--- src/rtl/alu_op_dispatch.sv ---
// Single-request ALU dispatcher: enables one functional unit, holds operands for a
// settle window, captures that unit's result and returns it over a valid/ready channel.
module alu_op_dispatch #(
  parameter int         WIDTH     = 4,
  parameter int         NUM_UNITS = 8,
  parameter int         SETTLE    = 1,
  parameter logic [7:0] UNIT_MASK = 8'hFF
) (
  input  logic                       clk,
  input  logic                       rst_n,
  input  logic                       req_valid,
  output logic                       req_ready,
  input  logic [2:0]                 req_op,
  input  logic [WIDTH-1:0]           req_a,
  input  logic [WIDTH-1:0]           req_b,
  output logic [NUM_UNITS-1:0]       unit_en,
  output logic [WIDTH-1:0]           unit_a,
  output logic [WIDTH-1:0]           unit_b,
  input  logic [NUM_UNITS*WIDTH-1:0] unit_res,
  output logic                       rsp_valid,
  input  logic                       rsp_ready,
  output logic [WIDTH-1:0]           rsp_data,
  output logic                       rsp_err,
  output logic                       rsp_zero,
  output logic [7:0]                 op_count
);

  typedef enum logic [1:0] {
    IDLE  = 2'd0,
    ISSUE = 2'd1,
    RESP  = 2'd2
  } state_t;

  localparam logic [3:0] SETTLE_M1 = 4'(SETTLE - 1);

  state_t               state_q;
  logic [2:0]           op_q;
  logic                 err_q;
  logic [3:0]           cnt_q;
  logic [NUM_UNITS-1:0] unit_en_q;
  logic [WIDTH-1:0]     unit_a_q;
  logic [WIDTH-1:0]     unit_b_q;
  logic                 req_ready_q;
  logic                 rsp_valid_q;
  logic [WIDTH-1:0]     rsp_data_q;
  logic                 rsp_err_q;
  logic                 rsp_zero_q;
  logic [7:0]           op_count_q;

  logic                 op_ok_d;
  logic [NUM_UNITS-1:0] en_dec_d;
  logic [WIDTH-1:0]     res_sel_d;

  // An op is serviceable only if its index exists and the unit is populated.
  always_comb begin
    op_ok_d  = UNIT_MASK[req_op] && (32'(req_op) < NUM_UNITS);
    en_dec_d = '0;
    for (int i = 0; i < NUM_UNITS; i++) begin
      en_dec_d[i] = (req_op == 3'(i));
    end
  end

  always_comb begin
    res_sel_d = '0;
    for (int i = 0; i < NUM_UNITS; i++) begin
      if (op_q == 3'(i)) begin
        res_sel_d = unit_res[i*WIDTH +: WIDTH];
      end
    end
  end

  // Error ops pass through ISSUE for one cycle with no enable, so both the error
  // and the SETTLE=1 paths present rsp_valid one edge after acceptance.
  always_ff @(posedge clk or negedge rst_n) begin
    if (!rst_n) begin
      state_q     <= IDLE;
      op_q        <= '0;
      err_q       <= 1'b0;
      cnt_q       <= '0;
      unit_en_q   <= '0;
      unit_a_q    <= '0;
      unit_b_q    <= '0;
      req_ready_q <= 1'b1;
      rsp_valid_q <= 1'b0;
      rsp_data_q  <= '0;
      rsp_err_q   <= 1'b0;
      rsp_zero_q  <= 1'b0;
      op_count_q  <= '0;
    end else begin
      case (state_q)
        IDLE: begin
          if (req_valid) begin
            op_q        <= req_op;
            unit_a_q    <= req_a;
            unit_b_q    <= req_b;
            req_ready_q <= 1'b0;
            state_q     <= ISSUE;
            if (op_ok_d) begin
              err_q     <= 1'b0;
              unit_en_q <= en_dec_d;
              cnt_q     <= SETTLE_M1;
            end else begin
              err_q     <= 1'b1;
              cnt_q     <= '0;
            end
          end
        end
        ISSUE: begin
          if (cnt_q == 4'd0) begin
            unit_en_q   <= '0;
            rsp_valid_q <= 1'b1;
            rsp_err_q   <= err_q;
            rsp_data_q  <= err_q ? '0 : res_sel_d;
            rsp_zero_q  <= err_q || (res_sel_d == '0);
            state_q     <= RESP;
          end else begin
            cnt_q <= cnt_q - 4'd1;
          end
        end
        RESP: begin
          if (rsp_ready) begin
            rsp_valid_q <= 1'b0;
            req_ready_q <= 1'b1;
            op_count_q  <= op_count_q + 8'd1;
            state_q     <= IDLE;
          end
        end
        default: state_q <= IDLE;
      endcase
    end
  end

  assign req_ready = req_ready_q;
  assign unit_en   = unit_en_q;
  assign unit_a    = unit_a_q;
  assign unit_b    = unit_b_q;
  assign rsp_valid = rsp_valid_q;
  assign rsp_data  = rsp_data_q;
  assign rsp_err   = rsp_err_q;
  assign rsp_zero  = rsp_zero_q;
  assign op_count  = op_count_q;

endmodule

--- config.mk ---
export PLATFORM = sky130hd
export DESIGN_NAME = alu_op_dispatch
export DESIGN_NICKNAME = d
export VERILOG_FILES = /design/src/rtl/alu_op_dispatch.sv
export SDC_FILE = /design/constraint.sdc
export NUM_CORES = 1
export LEC_CHECK = 0
export ABC_AREA = 1
export BUFFER_PORTS_ARGS = -buffer_cell sky130_fd_sc_hd__clkbuf_2
export CAP_MARGIN = 15
export CELL_PAD_IN_SITES_DETAIL_PLACEMENT = 1
export CELL_PAD_IN_SITES_GLOBAL_PLACEMENT = 2
export CORE_MARGIN = 2
export CORE_UTILIZATION = 26
export DETAILED_ROUTE_END_ITERATION = 16
export PLACE_DENSITY_LB_ADDON = 0.25
export SYNTH_ARGS = -nofsm -noshare
export SYNTH_HDL_FRONTEND = slang
export SYNTH_SLANG_ARGS = --single-unit
--- constraint.sdc ---
create_clock -name clk -period 1.8 [get_ports clk]
set_input_delay 0.27 -clock clk [delete_from_list [all_inputs] [get_ports clk]]
set_output_delay 0.27 -clock clk [all_outputs]
set_load 0.03 [all_outputs]
==> results of run 1 <==
==> flip-flops by register name, summed over array words and instances, names as in the netlist <==
signal	cells
op_q	3
unit_a	4
unit_b	4
rsp_zero	1
rsp_data	4
state_q	2
req_ready	1
unit_en	8
rsp_valid	1
cnt_q	4
op_count	8
==> area by class of cell <==
class	instances	area [um^2]	share of cell area
timing repair buffer	82	423	0.159
multi-input combinational	175	892	0.336
inverter	25	96.3	0.0363
clock buffer	5	68.8	0.0259
tap	102	128	0.0481
clock inverter	3	42.5	0.0160
sequential	40	1000	0.378
==> cell usage after synthesis, types with 3 or more instances <==
cell	number	share of area
a21oi_1	5	0.012
clkbuf_1	3	0.0056
dfrtp_1	39	0.48
ha_1	3	0.019
inv_1	22	0.041
nand2_1	77	0.14
nand3_1	26	0.065
nand4_1	12	0.037
nor2_1	19	0.035
nor3_1	4	0.0099
nor3_2	4	0.020
o21ai_0	7	0.017
xor2_1	5	0.022
==> worst paths after layout <==
kind | cells past startpoint | endpoint | start | slack (ns)
setup / recovery | 7 | rsp_zero | op_q[1] | 0.17
hold / removal | 2 | op_count[7] | rst_n | 0.03
setup reg to reg | 7 | rsp_zero | op_q[1] | 0.17
hold reg to reg | 2 | req_ready | req_ready | 0.47
max in group asynchronous | 2 | op_q[0] | rst_n | 1.39
min in group clk | 3 | unit_a[0] | req_a[0] | 0.17
==> per-layer routing <==
metal  part of all wire  vias up
met2               0.44       62
li1                   -      959
met5                  0        -
met4              0.018        0
met1               0.47      847
met3              0.073       10
==> metrics by stage <==
step	util	TNS [ns]
finish	0.349	0
global route	0.349	-0.00797
CTS	0.346	0
detailed placement	0.331	0
global placement	0.331	0
floorplan	-	0
==> cells in the final DEF (no fill, tap or decap), types with 2 or more instances in the layout <==
cell      synthesis  final
clkbuf_8          0      5
xnor2_1           2      2
nor2_1           19     19
dfrtp_1          39     38
clkbuf_2          0     77
a21oi_1           5      5
o21ai_1           2      2
ha_1              3      3
nor3_2            4      4
o21ai_0           7      7
inv_1            22     22
nor3_1            4      3
buf_4             1      5
nand4_1          12     12
xor2_1            5      5
nand3_1          26     26
nand2_1          77     77
==> worst max-delay path: stages (launching register included) <==
cell and delay (ns):
dfrtp_1 0.58, inv_1 0.20, nor3_2 0.33, a21oi_1 0.11
nand4_1 0.10, nand2_1 0.08, nand3_1 0.09, nand2_1 0.05
==> cell families after synthesis <==
kind of cell | Yosys count | synth area share
buf+inv | 32 | 0.0707
other cells | 1 | 0.00186
fa+ha+maj | 3 | 0.0186
compound gates | 15 | 0.0385
simple gates | 148 | 0.337
flops | 40 | 0.497
xor+xnor | 7 | 0.0304
mux | 1 | 0.00558
==> report_power, final <==
group          leakage, nW  internal, mW  switching, mW
clock               0.0541         0.410          0.311
sequential           0.501          1.26          0.297
combinational        0.916         0.684           1.56
==> results.toml, run 1 <==
[run_status]
status = "finished clean"

[die]
dieArea_mm2 = 0.00848
io_pins = 79
floorplan.initialDensity = 0.265
core_region_area_mm2 = 0.00761
die_width_um = 92.1
num_rows = 32
die_h_um = 92.1

[global_routing]
globalRoute.busiestLayer = "met2"
gr-usage-met3 = 0.0370
grt_pass1_wl_um = 9560
antenna_found_initial = 0
global_route.usage.met2 = 0.223
grt_pass1_vias = 2013
grt_max_degree = 41
met1_usage = 0.186
grt-ovfl-total = 0
grtUsageTotal = 0.141

[drt]
drtPass1Iterations = 4
vias = 1878
wire_per_inst_um = 12.8
post-route-drc-count = 0
vias_per_cell = 4.35
drtAntennaViolNets = 0
wirelength_um = 5520
drt_iter0_markers = 37

[setup_path]
path_class = "reg2reg"
cp_max_fo = 13
arrival_ns = 1.82
required_ns = 1.98
cp-end-kind = "flip-flop"
critPathLaunchType = "flip-flop"

[min_path]
hp-class = "in2async"

[cts]
htree_levels = 2
clk_latency_ns = 0.29
cts_resized = 0
cts_root_buf = "clkbuf_8"
cts_num_sinks = 40
cts_setup_buffers = 0
ctsHoldBuffers = 0
cts_tree = "done"
cts.path.max_buffers = 2
clk_transition_reported_paths_ns = 0.08
cts_buffers = 5

[finish]
fin_nets = 379
fillers = 948
syn_to_final_growth_pct = 31.6
drive_gt1_frac = 0.312
layout.cells.non_filler = 432
stdcell_area_mm2 = 0.00265
antenna_cells = 0

[timing]
clock_skew_ns = 0.00721
worst_pin_slew_ns = 0.507
report.final.slew_viol_count = 0
hold_violations = 0
hold_ws_ns = 0.0261
relSlewSlack = 0.662
period_share = 0.907
fin_ws_ns = 0.167
fin_crit_ns = 1.63
fmax_ghz = 0.612
setup_viol = 0

[pwr]
total_power_mw = 4.52
leakage_nw = 1.47
power_density_mw_per_mm2 = 1700
peakVddDrop_mv = 0.513

[yosys]
synth_nets = 297
ys_types = 31
ys_warn_count = 0
synth_edf_count = 0
synth-main-ff-cell = "dfrtp_1"
async_reset_ff_frac = 1.00
ys_ff_latch = 40
syn_avg_cell_area_um2 = 8.17
synthCells = 247
netlist_area_mm2 = 0.00202
ys_seq_area_frac = 0.497

[placement]
io_buffers = 77
placedCellCount = 424
hpwl_um = 4280
pre_cts_slack_ns = 0.139
gp_congestion = 0.801
dpl_cell_area_mm2 = 0.00252

[job]
cap_violations = 0
(Power assumes the default switching activity.)
==> run 2: changes to the inputs <==
CTS_BUF_LIST = sky130_fd_sc_hd__clkbuf_16   (was default)
==> run 2 against run 1 <==
Effect of this change: clock-buffer cell count did not move; non-clock buffer count did not move; power rose by 6.3%; critical endpoint unchanged; largest power group unchanged.
==> results.toml, run 2 (synthesis results as in run 1) <==
[run_status]
status = "finished clean"

[global_routing]
gr-usage-met3 = 0.0444
grt_max_degree = 41
grtUsageTotal = 0.143
global_route.usage.met2 = 0.227
antenna_found_initial = 0
grt_pass1_vias = 2015
met1_usage = 0.184
grt-ovfl-total = 0
grt_pass1_wl_um = 9620
globalRoute.busiestLayer = "met2"

[setup_path]
critical_path.most_common_cell = "nand2_1"
arrival_ns = 1.80
cp_max_fo = 13
regToRegSetupSlack_ns = 0.17
required_ns = 1.97
crit_buf_inv = 1
path_class = "reg2reg"
cp-end-kind = "flip-flop"
critPathLaunchType = "flip-flop"
path_delay_family = "simple AND/OR/NAND/NOR gates"
critical-path-slowest-cell = "dfrtp_1"
critical_path.cell_chain = "inv_1, nor3_2, a21oi_1, nand4_1, nand2_1, nand3_1, nand2_1"
crit_path_max_incr_delay_ns = 0.58

[drt]
drt_iter0_markers = 63
drtAntennaViolNets = 0
vias_per_cell = 4.38
post-route-drc-count = 0
wirelength_um = 5610
drtPass1Iterations = 4
vias = 1890
wire_per_inst_um = 13.0

[cts]
cts_tree = "done"
cts_setup_buffers = 0
cts_buffers = 5
clk_transition_reported_paths_ns = 0.06
cts_root_buf = "clkbuf_16"
cts_num_sinks = 40
htree_levels = 2
cts.path.max_buffers = 2
clk_latency_ns = 0.28

[timing]
hold_violations = 0
report.final.slew_viol_count = 0
fmax_ghz = 0.614
clock_skew_ns = 0.00490
relSlewSlack = 0.658
fin_crit_ns = 1.63
setup_viol = 0
worst_pin_slew_ns = 0.513
fin_ws_ns = 0.170
period_share = 0.905

[finish]
fin_nets = 379
drive_gt1_frac = 0.312
syn_to_final_growth_pct = 34.4
antenna_cells = 0
layout_common_cells = "nand2_1, clkbuf_2, dfrtp_1, nand3_1, inv_1"
fin_util = 0.356

[placement]
gp_congestion = 0.801
hpwl_um = 4280
pre_cts_slack_ns = 0.139
io_buffers = 77

[die]
io_pins = 79
dieArea_mm2 = 0.00848
die_width_um = 92.1
num_rows = 32
floorplan.initialDensity = 0.265
die_h_um = 92.1
core_region_area_mm2 = 0.00761

[min_path]
hp-class = "in2async"

[pwr]
p_comb_frac = 0.468
p_seq_frac = 0.324
peakVddDrop_mv = 0.643
p_clk_frac = 0.208
swShare = 0.460
p_switching_mw = 2.21
total_power_mw = 4.81
internal-power_mw = 2.59
leakage_nw = 1.50
power_density_mw_per_mm2 = 1770

[job]
cap_violations = 0
-- run 2: worst paths after layout --
kind / from / to / cells past startpoint
worst max-delay path: op_q[1] / rsp_zero / 7
worst min-delay path: rst_n / op_count[4] / 2
worst max register to register: op_q[1] / rsp_zero / 7
worst min register to register: req_ready / req_ready / 2
max in group asynchronous: rst_n / op_q[0] / 2
min in group clk: req_a[0] / unit_a[0] / 3
-- run 2: power by group through the flow --
stage	registers [mW]	clock network, mW	logic (mW)
CTS	1.56	1.03	2.25
floorplan	1.98	0	1.14
finish	1.56	0.998	2.25
detailed placement	1.56	0	2.24
global placement	1.56	0	2.21
global route	1.62	1.06	2.56
-- run 2: layout make-up --
type,instances,area [um^2]
inverters,25,96.3
flip-flops and latches,40,1000
fillers,944,4900
clock buffers,5,125
well taps,102,128
repair buffers,82,423
clock inverters,3,42.5
multi-input cells,175,892
-- run 2: worst register-to-register path, cell delays in order, from the launching register on --
cell and delay, ns:
dfrtp_1 0.58, inv_1 0.20, nor3_2 0.33, a21oi_1 0.11, nand4_1 0.10, nand2_1 0.08, nand3_1 0.09, nand2_1 0.05
-- run 2: routing by layer --
| layer | part of all wire | routed length, um | vias up |
|---|---|---|---|
| li1 | - | - | 966 |
| met1 | 0.47 | 2610 | 849 |
| met2 | 0.44 | 2470 | 67 |
| met3 | 0.077 | 434 | 8 |
| met4 | 0.016 | 92 | 0 |
| met5 | 0 | 0 | - |
-- run 2: timing repair --
item / CTS / global route
resized for setup: 0 / 4
hold endpoints to repair: 0 / 0
setup endpoints to repair: 0 / 2
hold buffers: 0 / 0
-- run 2: per-stage QoR --
stage                     setup TNS [ns]  cell area [um^2]  std cells  hold slack (ns)
after detailed placement               0              2520        424            0.370
after global routing            -0.00358              2710        432           0.0881
after global placement                 0              2520        424            0.373
after floorplan                        0              2020        247          -0.0256
after CTS                              0              2690        432           0.0654
final                                  0              2710        432           0.0374
